<file path="config.mk">
export PLATFORM = sky130hd
export DESIGN_NAME = fifo_multi_ch
export DESIGN_NICKNAME = d
export VERILOG_FILES = /design/src/rtl/fifo_multi_ch_pkg.sv /design/src/rtl/fifo_ch_ctrl.sv /design/src/rtl/fifo_multi_ch.sv
export SDC_FILE = /design/constraint.sdc
export NUM_CORES = 1
export LEC_CHECK = 0
export CAP_MARGIN = 30
export CELL_PAD_IN_SITES_DETAIL_PLACEMENT = 1
export CELL_PAD_IN_SITES_GLOBAL_PLACEMENT = 2
export CORE_MARGIN = 1.5
export CORE_UTILIZATION = 49
export CTS_CLUSTER_SIZE = 16
export DETAILED_ROUTE_END_ITERATION = 8
export PLACE_DENSITY_LB_ADDON = 0.1
export SLEW_MARGIN = 40
export SYNTH_ARGS = -nofsm -noshare
export SYNTH_HDL_FRONTEND = slang
export SYNTH_SLANG_ARGS = --single-unit
</file>
<file path="constraint.sdc">
create_clock -name wr_clk -period 7.9 [get_ports wr_clk]
set_clock_uncertainty 0.2 [all_clocks]
set_input_delay 1.58 -clock wr_clk [delete_from_list [all_inputs] [get_ports wr_clk]]
set_output_delay 1.58 -clock wr_clk [all_outputs]
set_load 0.02 [all_outputs]
</file>
<file path="src/rtl/fifo_multi_ch_pkg.sv">
// Shared defaults and width helpers for the multi-channel FIFO.
package fifo_multi_ch_pkg;

    function automatic int unsigned ch_idx_w(input int unsigned ch_num);
        return $clog2(ch_num);
    endfunction

    function automatic int unsigned lvl_w(input int unsigned addr_size);
        return addr_size + 1;
    endfunction

    localparam int unsigned DATA_SIZE_DEF = 8;
    localparam int unsigned ADDR_SIZE_DEF = 4;
    localparam int unsigned CH_NUM_DEF    = 4;
    localparam int unsigned LVL_W_DEF     = lvl_w(ADDR_SIZE_DEF);

endpackage

</file>
<file path="src/rtl/fifo_ch_ctrl.sv">
// Per-channel pointer pair, status flags and sticky error bits.
module fifo_ch_ctrl
    import fifo_multi_ch_pkg::*;
#(
    parameter int unsigned LVL_W     = LVL_W_DEF,
    parameter int unsigned AFULL_LVL = 12
) (
    input  logic             wr_clk,
    input  logic             rd_rst_n,
    input  logic             push_ok,
    input  logic             pop_ok,
    input  logic             ovf_set,
    input  logic             udf_set,
    input  logic             flush_req,
    input  logic             err_clr,
    output logic [LVL_W-2:0] wr_idx,
    output logic [LVL_W-2:0] rd_idx,
    output logic [LVL_W-1:0] level,
    output logic             full,
    output logic             empty,
    output logic             afull,
    output logic             ovf_err,
    output logic             udf_err
);

    localparam logic [LVL_W-1:0] DEPTH    = LVL_W'(1 << (LVL_W - 1));
    localparam logic [LVL_W-1:0] AFULL_TH = LVL_W'(AFULL_LVL);

    logic [LVL_W-1:0] wr_ptr_q, wr_ptr_d;
    logic [LVL_W-1:0] rd_ptr_q, rd_ptr_d;
    logic             ovf_q, ovf_d;
    logic             udf_q, udf_d;

    always_comb begin
        wr_ptr_d = wr_ptr_q;
        rd_ptr_d = rd_ptr_q;
        ovf_d    = ovf_q;
        udf_d    = udf_q;
        if (push_ok) wr_ptr_d = wr_ptr_q + LVL_W'(1);
        // Flush discards everything written so far, including any in-flight pop.
        if (flush_req)   rd_ptr_d = wr_ptr_q;
        else if (pop_ok) rd_ptr_d = rd_ptr_q + LVL_W'(1);
        // A set in the same cycle as a clear must win.
        if (err_clr) begin
            ovf_d = 1'b0;
            udf_d = 1'b0;
        end
        if (ovf_set) ovf_d = 1'b1;
        if (udf_set) udf_d = 1'b1;
    end

    always_ff @(posedge wr_clk or negedge rd_rst_n) begin
        if (!rd_rst_n) begin
            wr_ptr_q <= '0;
            rd_ptr_q <= '0;
            ovf_q    <= 1'b0;
            udf_q    <= 1'b0;
        end else begin
            wr_ptr_q <= wr_ptr_d;
            rd_ptr_q <= rd_ptr_d;
            ovf_q    <= ovf_d;
            udf_q    <= udf_d;
        end
    end

    assign level   = wr_ptr_q - rd_ptr_q;
    assign full    = (level == DEPTH);
    assign empty   = (level == '0);
    assign afull   = (level >= AFULL_TH);
    assign wr_idx  = wr_ptr_q[LVL_W-2:0];
    assign rd_idx  = rd_ptr_q[LVL_W-2:0];
    assign ovf_err = ovf_q;
    assign udf_err = udf_q;

endmodule

</file>
<file path="src/rtl/fifo_multi_ch.sv">
// Multi-channel same-clock FIFO: shared word array, per-channel control, FWFT read mux.
module fifo_multi_ch
    import fifo_multi_ch_pkg::*;
#(
    parameter int unsigned DATA_SIZE = DATA_SIZE_DEF,
    parameter int unsigned ADDR_SIZE = ADDR_SIZE_DEF,
    parameter int unsigned CH_NUM    = CH_NUM_DEF,
    parameter int unsigned CH_IDX_W  = ch_idx_w(CH_NUM),
    parameter int unsigned AFULL_LVL = 12
) (
    input  logic                              wr_clk,
    input  logic                              rd_rst_n,
    input  logic                              wr_inc,
    input  logic [CH_IDX_W-1:0]               wr_ch,
    input  logic [DATA_SIZE-1:0]              wr_data,
    input  logic                              rd_inc,
    input  logic [CH_IDX_W-1:0]               rd_ch,
    output logic [DATA_SIZE-1:0]              rd_data,
    output logic                              rd_valid,
    input  logic                              flush,
    input  logic [CH_IDX_W-1:0]               flush_ch,
    input  logic                              err_clr,
    output logic [CH_NUM-1:0]                 full,
    output logic [CH_NUM-1:0]                 empty,
    output logic [CH_NUM-1:0]                 afull,
    output logic [CH_NUM*(ADDR_SIZE+1)-1:0]   level,
    output logic [CH_NUM-1:0]                 ovf_err,
    output logic [CH_NUM-1:0]                 udf_err
);

    localparam int unsigned DEPTH  = 1 << ADDR_SIZE;
    localparam int unsigned LVL_W  = lvl_w(ADDR_SIZE);
    localparam int unsigned ADDR_W = CH_IDX_W + ADDR_SIZE;

    logic [DATA_SIZE-1:0] mem [CH_NUM*DEPTH];
    logic [ADDR_SIZE-1:0] wr_idx [CH_NUM];
    logic [ADDR_SIZE-1:0] rd_idx [CH_NUM];
    logic [CH_NUM-1:0]    push_ok;
    logic [CH_NUM-1:0]    pop_ok;
    logic [ADDR_W-1:0]    wr_addr;
    logic [ADDR_W-1:0]    rd_addr;

    for (genvar n = 0; n < CH_NUM; n++) begin : g_ch
        logic push_req;
        logic pop_req;
        logic flush_sel;

        assign push_req   = wr_inc && (wr_ch == CH_IDX_W'(n));
        assign pop_req    = rd_inc && (rd_ch == CH_IDX_W'(n));
        assign flush_sel  = flush && (flush_ch == CH_IDX_W'(n));
        // Requests to a channel being flushed are dropped without raising errors.
        assign push_ok[n] = push_req && !full[n] && !flush_sel;
        assign pop_ok[n]  = pop_req && !empty[n] && !flush_sel;

        fifo_ch_ctrl #(
            .LVL_W     (LVL_W),
            .AFULL_LVL (AFULL_LVL)
        ) u_ctrl (
            .wr_clk    (wr_clk),
            .rd_rst_n  (rd_rst_n),
            .push_ok   (push_ok[n]),
            .pop_ok    (pop_ok[n]),
            .ovf_set   (push_req && full[n] && !flush_sel),
            .udf_set   (pop_req && empty[n] && !flush_sel),
            .flush_req (flush_sel),
            .err_clr   (err_clr),
            .wr_idx    (wr_idx[n]),
            .rd_idx    (rd_idx[n]),
            .level     (level[n*LVL_W +: LVL_W]),
            .full      (full[n]),
            .empty     (empty[n]),
            .afull     (afull[n]),
            .ovf_err   (ovf_err[n]),
            .udf_err   (udf_err[n])
        );
    end

    assign wr_addr = {wr_ch, wr_idx[wr_ch]};
    assign rd_addr = {rd_ch, rd_idx[rd_ch]};

    always_ff @(posedge wr_clk) begin
        if (|push_ok) mem[wr_addr] <= wr_data;
    end

    assign rd_data  = mem[rd_addr];
    assign rd_valid = !empty[rd_ch];

endmodule
</file>
[Word level (Yosys, flattened, before mapping)]
Memory sizes are Yosys's and may differ from the RTL's.
Index checks and enable logic that the tools add are counted.
Storage, ports and cells
  register bits after elaboration: 48
  bits in latches: 0
  memories: 1
  RAM bits: 512
  logic and storage cells: 155
  ROM bits: 0
  bits of input ports: 20
Operators by class
  equal/unequal tests: 13
  add/sub/neg operators: 12
  multiply operators: 0
  mux-type cells: 27
  $lt $le $gt $ge: 7
  reductions and logical operators: 77
  shift-type cells: 0
  bitwise gates (word level): 2
  divide/modulo/power cells: 0
Memories
  mem: words 64, bits a word 8, read ports 1, clocked after Yosys merged registers in 0, wr ports 1, line fifo_multi_ch.sv:35  | logic [DATA_SIZE-1:0] mem [CH_NUM*DEPTH];
Operator list (count)
  1-bit logical AND: 44
  5-bit by 1-bit adder with 5-bit output, second input constant: 8
  5-bit 2-to-1 mux: 8
  2-bit nonzero test: 12
  5-bit == test, second input constant: 4
  5-bit by 4-bit greater-or-equal comparator with 1-bit output, second input constant: 4
  5-bit zero test: 4
  5-bit subtractor: 4
  4-bit binary-select mux with 2-bit select: 2
  4-bit 2-to-1 mux: 4
  1-bit zero test: 13
  2-bit == test, second input constant: 6
  1-bit 2-to-1 mux: 12
  2-bit by 1-bit == test with 1-bit output, second input constant: 3
  3-bit greater-or-equal comparator, second input constant: 2
  2-bit zero test: 3
  2-bit NOT with 3-bit output: 2
  4-bit OR reduction: 1
  2-bit by 3-bit < comparator with 1-bit output, second input constant: 1
  1-bit binary-select mux with 2-bit select: 1

[Depth between registers and ports, before layout]
Gate-level depths: netlist of the first run.
  depth after elaboration: 8
  gate-level depth with buffers: 13

[Hierarchy]
Synthesis of the first run repeated with hierarchy kept, for this count alone.
Unflattened totals
  cells, all modules: 1495
  area total of the unflattened synthesis: 23911.7 um^2
Modules (own cells, without submodules)
  fifo_multi_ch: sequential area each 15374.7 um^2, area an instance 20726.1 um^2, cells an instance 1174, times used 1
  fifo_ch_ctrl at g_ch[0].u_ctrl ...: sequential area each 300.3 um^2, area an instance 783.3 um^2, cells an instance 79, times used 3
  fifo_ch_ctrl at g_ch[3].u_ctrl: sequential area each 300.3 um^2, area an instance 835.8 um^2, cells an instance 84, times used 1

[Least setup slack after synthesis of the first run]
OpenSTA, ideal clock, no wires.
  path type: input to output
  start: in rd_ch[1]
  end: out rd_data[0]
  stages on the path: 9
  setup slack: 2534 ps
  arrival: 3586 ps
  path through: clkbuf_2 mux4_2 buf_2 nand2_1 buf_1 a21oi_1 a2111oi_0 nand2_1 and3_1
Between the ends
  cells in the longest elaborated chain, start to end: 5
Ends and longest elaborated chain
  start: declaration: line fifo_multi_ch.sv:17  | input logic [CH_IDX_W-1:0] rd_ch,
  2-bit NOT with 3-bit output (implied by the code): line fifo_multi_ch.sv:79  | assign rd_addr = {rd_ch, rd_idx[rd_ch]};
  4-bit binary-select mux with 2-bit select: line fifo_multi_ch.sv:79
  4-bit 2-to-1 mux (implied by the code) (2 in series): line fifo_multi_ch.sv:79
  memory 64 x 8 bit *
  end: declaration: line fifo_multi_ch.sv:18  | output logic [DATA_SIZE-1:0] rd_data,
Every way passes the cells marked *; elsewhere a longest branch is shown, timed or not. The select of a mux whose other input is x is not followed.

[Final worst setup path of the first run]
  start: in rd_ch[1]
  end: out rd_data[4]
The elaborated chain is that of the path after synthesis.

==> impl_metrics.csv, run 1 <==
group,metric,value,unit
clock_tree,cts-buffers-inserted,58,
worst_setup_path,crit_arrival,5.78,ns
placement,place_ws,0.2133,ns
logic_synthesis,syn_avg_cell_area,14.89,sq um
worst_setup_path,cpMostUsedCell,"clkdlybuf4s50_1",
global_routing,antenna_found_initial,0,
power,total_power,10.32,mW
layout,fin_nets,1717,
timing,finalSetupViolCount,0,
logic_synthesis,async_flop_share,8.571,%
worst_setup_path,path_class,"input pin to primary output",
layout,final_area,27230,sq um
die,rows,80,
worst_setup_path,critical_path.slowest_cell,"mux4_4",
detailed_routing,vias,14280,
detailed_routing,drt_iter0_drc,1143,
logic_synthesis,yosysWarningCount,0,
clock_tree,h-tree-depth,2,
layout,area_growth,14.31,%
logic_synthesis,netlist_top_cells_count,"512 x edfxtp_1, 178 x nand2_1, 72 x mux2i_1",
timing,finalWorstPathRequiredPeriod,7.557,ns
clock_tree,postCtsSetupBuffers,0,
global_routing,grt_overflow,0,
hold_path,whs_path_depth,1,
layout,multi_input_area,6814,sq um
worst_setup_path,reg2reg_slack,3.38,ns
worst_setup_path,cpLargestDelayFamily,"buffers and inverters",
detailed_routing,antenna_left,0,
logic_synthesis,ys_types,57,
timing,maxSlewHeadroom,44.59,%
die,start_util,49.79,%
die,die_area,49950,sq um
logic_synthesis,synth-seq-cells,560,
timing,hold_viol,0,
hold_path,whs_endpoint,"g_ch[3].u_ctrl.ovf_err",
logic_synthesis,synth_top_cell_area_share,64.54,%
die,core,47850,sq um
worst_setup_path,crit_chain,"clkdlybuf4s50_1 > mux4_4 > buf_4 > a31oi_1 > o21ai_0 > a32oi_1 > and3_1 > clkdlybuf4s50_1",
worst_setup_path,crit_fanout,40,
global_routing,grt_pass1_vias,14700,
clock_tree,cts_root_buf,"clkbuf_16",
timing,timing.final.crit_share,95.66,%
die,die_w,223.5,microns
clock_tree,clk_path_buf_depth,3,
clock_tree,clkTransAtPathRegs,0.05,ns
power,pwr_density_cell,379.1,nW/um^2
layout,diodes,0,
placement,post_dp_cell_area,25330,sq um
placement,port_buffers,68,
layout,seqCellArea,16580,sq um
clock_tree,cts-resized-gates,0,
timing,rsz0062_at_grt,"false",
global_routing,grt_pass1_wl,97.30,mm
detailed_routing,dr.pass1.iters,5,
die,ios,69,
worst_setup_path,crit_required,6.12,ns
power,p_leak,9.080,nW
worst_setup_path,crit_path_end_kind,"primary output",
worst_setup_path,reg2regPathDepth,12,
logic_synthesis,yosysMostFrequentCell,"edfxtp_1",
timing,worst_slew_pin_slew,0.8267,ns
layout,drive_gt1_share,14.94,%
placement,gp_congestion,0.8561,
die,die_y,223.5,microns
timing,setup_ws,0.3426,ns
placement,place_hpwl,40.53,mm
job,drv_cap,0,
layout,fillCellCount,4513,
run_status,outcome,"completed",
worst_setup_path,reg2reg_from,"g_ch[2].u_ctrl.wr_ptr_q[0]",
global_routing,track_usage,26.23,%
power,ir_drop,453.0,uV
hold_path,hp-class,"flop to flop",
detailed_routing,routedWlPerCell,27.41,microns
logic_synthesis,synth_area,23820,sq um
clock_tree,insertion_delay,0.63,ns
logic_synthesis,synth_edf_count,512,
clock_tree,cts_num_sinks,560,
logic_synthesis,yosysSeqAreaShare,69.59,%
clock_tree,cts_tree,"built",
logic_synthesis,yosysTopAreaCell,"edfxtp_1",
hold_path,hp-start,"g_ch[3].u_ctrl.ovf_err",
logic_synthesis,synthTopCellsByArea,"edfxtp_1 65%, dfrtp_1 5.0%, mux4_2 4.5%",
clock_tree,cts-hold-fix-buffers,0,
timing,fmax,132.3,MHz
detailed_routing,routed_wl,63.84,mm
worst_setup_path,cp-start-kind,"input pin",
logic_synthesis,synth_cells,1600,
worst_setup_path,cp_num_buf_inv,3,
global_routing,grt_max_degree,65,
timing,drv_slew,0,
logic_synthesis,synth_top_flop_cell,"edfxtp_1",
worst_setup_path,max_stage_delay,1.01,ns
detailed_routing,drc,0,
detailed_routing,vias_per_cell,6.131,
timing,setup-tns-final,0,ns
worst_setup_path,r2r-end,"mem[62][2]",
logic_synthesis,syn-num-nets,1648,
## report_power, final
group / internal [mW] / total [mW] / switching (mW)
clock: 1.52 / 2.67 / 1.15
combinational: 1.54 / 4.08 / 2.53
sequential: 3.39 / 3.58 / 0.193
## registers in the layout (all words and copies together), names as in the netlist
| name | flops |
|---|---|
| g_ch.u_ctrl.rd_ptr_q | 20 |
| g_ch.u_ctrl.udf_err | 4 |
| g_ch.u_ctrl.wr_ptr_q | 20 |
| mem | 512 |
| g_ch.u_ctrl.ovf_err | 4 |
## how the worst max path moves through the flow
stage / startpoint / slack (ns) / depth (start not counted) / end
global placement: rd_ch[1] / 0.32 / 9 / rd_data[6]
finish: rd_ch[1] / 0.34 / 8 / rd_data[4]
floorplan: rd_ch[1] / 2.53 / 9 / rd_data[0]
detailed placement: rd_ch[1] / 0.21 / 9 / rd_data[6]
CTS: rd_ch[1] / 0.20 / 9 / rd_data[6]
global route: rd_ch[1] / 0.17 / 8 / rd_data[0]
## layer usage
layer	global-route usage, %	vias up	part of all wire, %
li1	-	6305	-
met1	38.17	7467	45
met2	41.82	414	48
met3	3.701	92	5.0
met4	6.866	0	2.4
met5	0	-	0
## logic make-up (layout without fill, tap and decap cells)
logic type	after synthesis	count (layout)	share of synthesized area, %
AND/OR/NAND/NOR	416	416	8.299
adder cells (fa/ha/maj)	28	28	1.597
AO/OA/AOI/OAI	281	281	8.252
flip-flops	560	560	69.59
multiplexers	124	124	7.753
buffers and inverters	150	264	3.005
XOR/XNOR	41	41	1.507
## layout by cell type (no fill, tap or decap), drive strengths merged, types with 7 or more instances in the layout
| master | n |
|---|---|
| edfxtp | 512 |
| nand2 | 178 |
| mux2i | 72 |
| clkbuf | 71 |
| a21oi | 66 |
| buf | 61 |
| clkdlybuf4s50 | 59 |
| nor3 | 56 |
| dfrtp | 48 |
| mux4 | 48 |
| o21ai | 43 |
| inv | 42 |
| nor2 | 41 |
| and2 | 39 |
| a211oi | 37 |
| xnor2 | 31 |
| nand3 | 27 |
| a31oi | 25 |
| a221oi | 25 |
| ha | 24 |
| clkinv | 24 |
| a32oi | 21 |
| and3 | 15 |
| nand4 | 14 |
| o211ai | 14 |
| nor2b | 14 |
| xor2 | 10 |
| a2111oi | 9 |
| or3 | 8 |
| a311oi | 8 |
| o221ai | 8 |
| o21a | 7 |
## stage by stage
step	hold slack (ns)	cells	util, %
2_1_floorplan	0.2549	1600	-
3_3_place_gp	0.2645	2224	52.55
3_5_place_dp	0.2730	2224	52.93
4_1_cts	0.2892	2329	56.78
5_1_grt	0.2989	2329	56.91
6_report	0.2832	2329	56.91
## area by class of cell
| class | count | share of cell area [%] |
|---|---|---|
| timing repair buffer | 120 | 3.975 |
| tap | 615 | 2.826 |
| multi-input combinational | 890 | 25.02 |
| inverter | 39 | 0.5376 |
| clock buffer | 71 | 5.509 |
| sequential | 560 | 60.87 |
| clock inverter | 34 | 1.254 |
## worst register-to-register path, stage by stage, from the launching register on
cell and delay [ns]:
dfrtp_1 0.46, inv_1 0.19, ha_1 0.20, inv_1 0.06, fa_1 0.39, a21o_1 0.20, a21oi_1 0.17, xor2_1 0.38
a211oi_2 0.19, o22ai_1 0.49, o311ai_4 0.23, buf_4 0.30, nor2_1 0.68
(Power assumes the default switching activity.)
==> run 2: changes to the inputs <==
--- a/config.mk
+++ b/config.mk
@@ -8,7 +8,6 @@
 export CAP_MARGIN = 30
 export CELL_PAD_IN_SITES_DETAIL_PLACEMENT = 1
 export CELL_PAD_IN_SITES_GLOBAL_PLACEMENT = 2
-export CORE_MARGIN = 1.5
 export CORE_UTILIZATION = 49
 export CTS_CLUSTER_SIZE = 16
 export DETAILED_ROUTE_END_ITERATION = 8
==> impl_metrics.csv, run 2 (synthesized netlist as in run 1, its figures left out) <==
group,metric,value,unit
power,pwr_density_cell,382.0,nW/um^2
timing,finalSetupViolCount,0,
layout,final_common_cell,"edfxtp_1",
detailed_routing,antenna_left,0,
clock_tree,clk_path_buf_depth,3,
worst_setup_path,critical_path.slowest_cell,"mux4_4",
placement,port_buffers,68,
global_routing,grt_pass1_wl,98.39,mm
clock_tree,cts-resized-gates,0,
worst_setup_path,crit_path_end_kind,"primary output",
clock_tree,insertion_delay,0.61,ns
worst_setup_path,path_class,"input pin to primary output",
die,rows,80,
global_routing,track_usage,26.89,%
clock_tree,h-tree-depth,2,
layout,drive_gt1_share,15.04,%
placement,placedCellCount,2240,
worst_setup_path,crit_required,6.12,ns
worst_setup_path,cpMostUsedCell,"clkdlybuf4s50_1",
timing,rsz0062_at_grt,"false",
die,start_util,49.79,%
layout,fillCellCount,4466,
worst_setup_path,cpLargestDelayFamily,"buffers and inverters",
worst_setup_path,max_stage_delay,0.84,ns
hold_path,hp-class,"flop to flop",
timing,worst_slew_pin_slew,0.8477,ns
clock_tree,cts-hold-fix-buffers,0,
timing,hold_viol,0,
layout,fin_cells,2345,
clock_tree,cts_num_sinks,560,
timing,setup_ws,0.3651,ns
clock_tree,cts-buffers-inserted,57,
detailed_routing,dr.pass1.iters,5,
layout,final_area,27320,sq um
detailed_routing,vias,14380,
placement,place_ws,0.4175,ns
placement,place_hpwl,41.23,mm
clock_tree,cts_root_buf,"clkbuf_16",
clock_tree,clkTransAtPathRegs,0.06,ns
layout,largest_register_ffs,512,
global_routing,grt_pass1_vias,15010,
worst_setup_path,cp_num_buf_inv,3,
detailed_routing,drc,0,
detailed_routing,routed_wl,64.88,mm
timing,timing.final.crit_share,95.38,%
power,p_leak,9.156,nW
placement,post_dp_cell_area,25430,sq um
detailed_routing,drt_iter0_drc,1254,
global_routing,grt_overflow,0,
power,ir_drop,552.4,uV
timing,setup-tns-final,0,ns
clock_tree,cts_tree,"built",
global_routing,antenna_found_initial,2,
die,die_y,222.5,microns
die,die_area,49500,sq um
layout,top_regs,"mem: 512 flops, g_ch.u_ctrl.rd_ptr_q: 20 flops, g_ch.u_ctrl.wr_ptr_q: 20 flops",
layout,fin_nets,1733,
layout,mostFrequentLayoutCells,"512 x edfxtp_1, 178 x nand2_1, 72 x mux2i_1",
job,drv_cap,0,
power,total_power,10.44,mW
timing,fmax,132.7,MHz
layout,area_growth,14.69,%
worst_setup_path,crit_fanout,33,
die,ios,69,
global_routing,grt_max_degree,65,
timing,whs,0.2794,ns
detailed_routing,vias_per_cell,6.133,
timing,finalWorstPathRequiredPeriod,7.535,ns
die,core,47850,sq um
layout,fin_util,57.10,%
run_status,outcome,"completed",
layout,regMostFlops,"mem",
worst_setup_path,crit_chain,"clkdlybuf4s50_1 > mux4_4 > buf_12 > mux2i_1 > a221oi_1 > o21ai_0 > a32oi_1 > and3_1 > clkdlybuf4s50_1",
detailed_routing,routedWlPerCell,27.67,microns
timing,maxSlewHeadroom,43.18,%
clock_tree,postCtsSetupBuffers,0,
timing,drv_slew,0,
die,die_w,222.5,microns
worst_setup_path,crit_arrival,5.75,ns
worst_setup_path,cp-start-kind,"input pin",
placement,gp_congestion,0.9052,
run 2: changes by cell type in the layout (fill, tap and decap cells not counted), sizes merged:
cell | previous run | this run
buf | 61 | 78
diode | 0 | 1
inv | 42 | 39
clkbuf | 71 | 69
bufinv | 5 | 7
clkinvlp | 2 | 3
run 2: power breakdown:
| group | internal (mW) | switching (mW) |
|---|---|---|
| Sequential | 3.38 | 0.192 |
| Combinational | 1.58 | 2.58 |
| Clock | 1.57 | 1.13 |
| Total | 6.53 | 3.90 |
run 2: layer usage:
metal  global-route usage, %  up-vias  wire length (microns)  part of all wire [%]
met4                   7.786        0                   1813                   2.8
li1                        -     6338                      -                     -
met3                   3.240       98                   3067                   4.7
met1                   39.00     7514                  29070                    45
met5                       0        -                      0                     0
met2                   42.93      431                  30930                    48
run 2: cell type report:
class,instances,area [sq um],area share [%]
antenna,1,2.502,0.009160
clock buffer,69,1493,5.464
clock inverter,34,355.3,1.301
inverter,39,146.4,0.5358
multi-input combinational,890,6749,24.70
sequential,560,16580,60.67
tap,615,769.5,2.817
timing repair buffer,137,1229,4.497
run 2: path summary, 6_finish.rpt:
path | from | to | slack, ns | cells past startpoint
min in group asynchronous | rd_rst_n | g_ch[1].u_ctrl.wr_ptr_q[0] | 0.88 | 2
min reg2reg | g_ch[3].u_ctrl.ovf_err | g_ch[3].u_ctrl.ovf_err | 0.28 | 1
max reg2reg | g_ch[2].u_ctrl.wr_ptr_q[0] | mem[60][6] | 3.35 | 12
max | rd_ch[1] | rd_data[0] | 0.37 | 9
min | g_ch[3].u_ctrl.ovf_err | g_ch[3].u_ctrl.ovf_err | 0.28 | 1
max in group asynchronous | rd_rst_n | g_ch[0].u_ctrl.wr_ptr_q[0] | 6.13 | 2
==> run 3: changes to the inputs <==
--- a/config.mk
+++ b/config.mk
@@ -8,9 +8,10 @@
 export CAP_MARGIN = 30
 export CELL_PAD_IN_SITES_DETAIL_PLACEMENT = 1
 export CELL_PAD_IN_SITES_GLOBAL_PLACEMENT = 2
-export CORE_UTILIZATION = 49
+export CORE_UTILIZATION = 47
 export CTS_CLUSTER_SIZE = 16
 export DETAILED_ROUTE_END_ITERATION = 8
+export DONT_BUFFER_PORTS = 1
 export PLACE_DENSITY_LB_ADDON = 0.1
 export SLEW_MARGIN = 40
 export SYNTH_ARGS = -nofsm -noshare
==> constraint.sdc (replaced) <==
create_clock -name wr_clk -period 7.7 [get_ports wr_clk]
set_clock_uncertainty 0.2 [all_clocks]
set_input_delay 1.54 -clock wr_clk [delete_from_list [all_inputs] [get_ports wr_clk]]
set_output_delay 1.54 -clock wr_clk [all_outputs]
set_load 0.02 [all_outputs]
==> impl_metrics.csv, run 3 (synthesized netlist as in run 1, its figures left out) <==
group,metric,value,unit
job,drv_cap,0,
clock_tree,cts_num_sinks,560,
timing,fmax,155.1,MHz
die,ios,69,
worst_setup_path,crit_fanout,62,
timing,maxSlewHeadroom,45.00,%
clock_tree,clk_path_buf_depth,3,
detailed_routing,vias,14010,
worst_setup_path,r2r-end,"mem[35][0]",
placement,place_hpwl,40.97,mm
worst_setup_path,crit_path_end_kind,"primary output",
worst_setup_path,crit_chain,"mux4_4 > buf_12 > buf_12 > mux4_2 > a2111oi_0 > nand2_1 > and3_1",
layout,diodes,0,
worst_setup_path,crit_required,5.96,ns
hold_path,hp-class,"flop to flop",
worst_setup_path,reg2reg_slack,2.82,ns
worst_setup_path,crit_arrival,4.71,ns
timing,finalSetupViolCount,0,
detailed_routing,dr.pass1.iters,5,
placement,port_buffers,0,
layout,area_growth,11.58,%
layout,fin_nets,1652,
layout,largest_register_ffs,512,
power,total_power,10.10,mW
clock_tree,cts-buffers-inserted,58,
global_routing,grt_max_degree,65,
clock_tree,h-tree-depth,2,
clock_tree,cts_tree,"built",
worst_setup_path,cpLargestDelayFamily,"multiplexers",
hold_path,whs_endpoint,"g_ch[2].u_ctrl.wr_ptr_q[4]",
worst_setup_path,reg2reg_from,"g_ch[2].u_ctrl.wr_ptr_q[0]",
detailed_routing,vias_per_cell,6.024,
timing,finalWorstPathRequiredPeriod,6.449,ns
worst_setup_path,cp_num_buf_inv,2,
die,die_w,227.1,microns
detailed_routing,drc,0,
global_routing,grt_pass1_vias,14620,
timing,timing.final.crit_share,83.75,%
die,core,50070,sq um
detailed_routing,antenna_left,0,
layout,fin_cells,2325,
die,die_area,51590,sq um
timing,drv_slew,0,
hold_path,hp-start,"g_ch[2].u_ctrl.wr_ptr_q[4]",
timing,setup-tns-final,0,ns
detailed_routing,routed_wl,64.68,mm
layout,final_common_cell,"edfxtp_1",
detailed_routing,routedWlPerCell,27.82,microns
die,rows,82,
power,pwr_density_cell,380.1,nW/um^2
layout,regMostFlops,"mem",
die,die_y,227.1,microns
placement,gp_congestion,0.8333,
timing,worst_slew_pin_slew,0.8220,ns
clock_tree,cts-resized-gates,0,
detailed_routing,drt_iter0_drc,968,
power,p_leak,8.838,nW
timing,rsz0062_at_grt,"false",
die,start_util,47.58,%
clock_tree,cts-hold-fix-buffers,0,
placement,post_dp_cell_area,24720,sq um
worst_setup_path,cp-start-kind,"input pin",
hold_path,whs_path_depth,1,
worst_setup_path,max_stage_delay,0.76,ns
worst_setup_path,critical_path.slowest_cell,"mux4_4",
worst_setup_path,cpMostUsedCell,"buf_12",
worst_setup_path,path_class,"input pin to primary output",
timing,hold_viol,0,
layout,drive_gt1_share,14.16,%
global_routing,antenna_found_initial,1,
global_routing,grt_overflow,0,
power,ir_drop,433.1,uV
global_routing,track_usage,25.88,%
clock_tree,cts_root_buf,"clkbuf_16",
placement,placedCellCount,2216,
run_status,outcome,"completed",
clock_tree,postCtsSetupBuffers,0,
clock_tree,insertion_delay,0.63,ns
layout,mostFrequentLayoutCells,"512 x edfxtp_1, 178 x nand2_1, 72 x mux2i_1",
layout,top_regs,"mem: 512 flops, g_ch.u_ctrl.rd_ptr_q: 20 flops, g_ch.u_ctrl.wr_ptr_q: 20 flops",
layout,final_area,26580,sq um
worst_setup_path,reg2regPathDepth,12,
global_routing,grt_pass1_wl,97.12,mm
clock_tree,clkTransAtPathRegs,0.06,ns
[run 3: changes by cell type in the layout (fill, tap and decap cells not counted), sizes merged]
cell / before / now
inv: 39 / 41
buf: 78 / 55
diode: 1 / 0
clkinvlp: 3 / 2
clkbuf: 69 / 71
clkinv: 24 / 29
clkdlybuf4s50: 59 / 0
bufinv: 7 / 5
[run 3: worst max-delay path by stage]
stage,start,to,slack (ns),cells after the start
after floorplan,rd_ch[1],rd_data[0],2.41,9
after global placement,rd_ch[0],rd_data[3],1.15,6
after detailed placement,rd_ch[0],rd_data[3],1.20,7
after CTS,rd_ch[0],rd_data[3],1.21,7
after global routing,rd_ch[0],rd_data[3],0.98,7
final,rd_ch[0],rd_data[3],1.25,7
[run 3: report_power, final]
group	internal (mW)	total (mW)	switching, mW	leakage [nW]
logic	1.18	3.68	2.50	2.71
clock network	1.57	2.75	1.18	0.917
registers	3.47	3.67	0.200	5.21
total	6.22	10.1	3.88	8.84
[run 3: layout make-up]
| cell class | count | area, sq um |
|---|---|---|
| multi-input cells | 890 | 6698 |
| repair buffers | 55 | 470.5 |
| clock inverters | 38 | 327.8 |
| clock buffers | 71 | 1520 |
| flip-flops and latches | 560 | 16580 |
| inverters | 39 | 146.4 |
| fillers | 4743 | 23490 |
| well taps | 672 | 840.8 |
[run 3: metal layers]
layer / up-vias / global-route usage [%] / share of wire, % / wire [microns]
li1: 6176 / - / - / -
met1: 7387 / 36.64 / 45 / 29230
met2: 365 / 42.32 / 48 / 31290
met3: 77 / 3.988 / 4.8 / 3107
met4: 0 / 5.824 / 1.6 / 1051
met5: - / 0 / 0 / 0
[run 3: stage by stage]
step	setup WS (ns)	hold WS, ns	utilization [%]
floorplan	2.414	0.2549	-
global placement	1.152	0.3052	49.10
detailed placement	1.200	0.3221	49.38
CTS	1.208	0.3340	53.07
global route	0.9809	0.3580	53.09
finish	1.251	0.3324	53.09
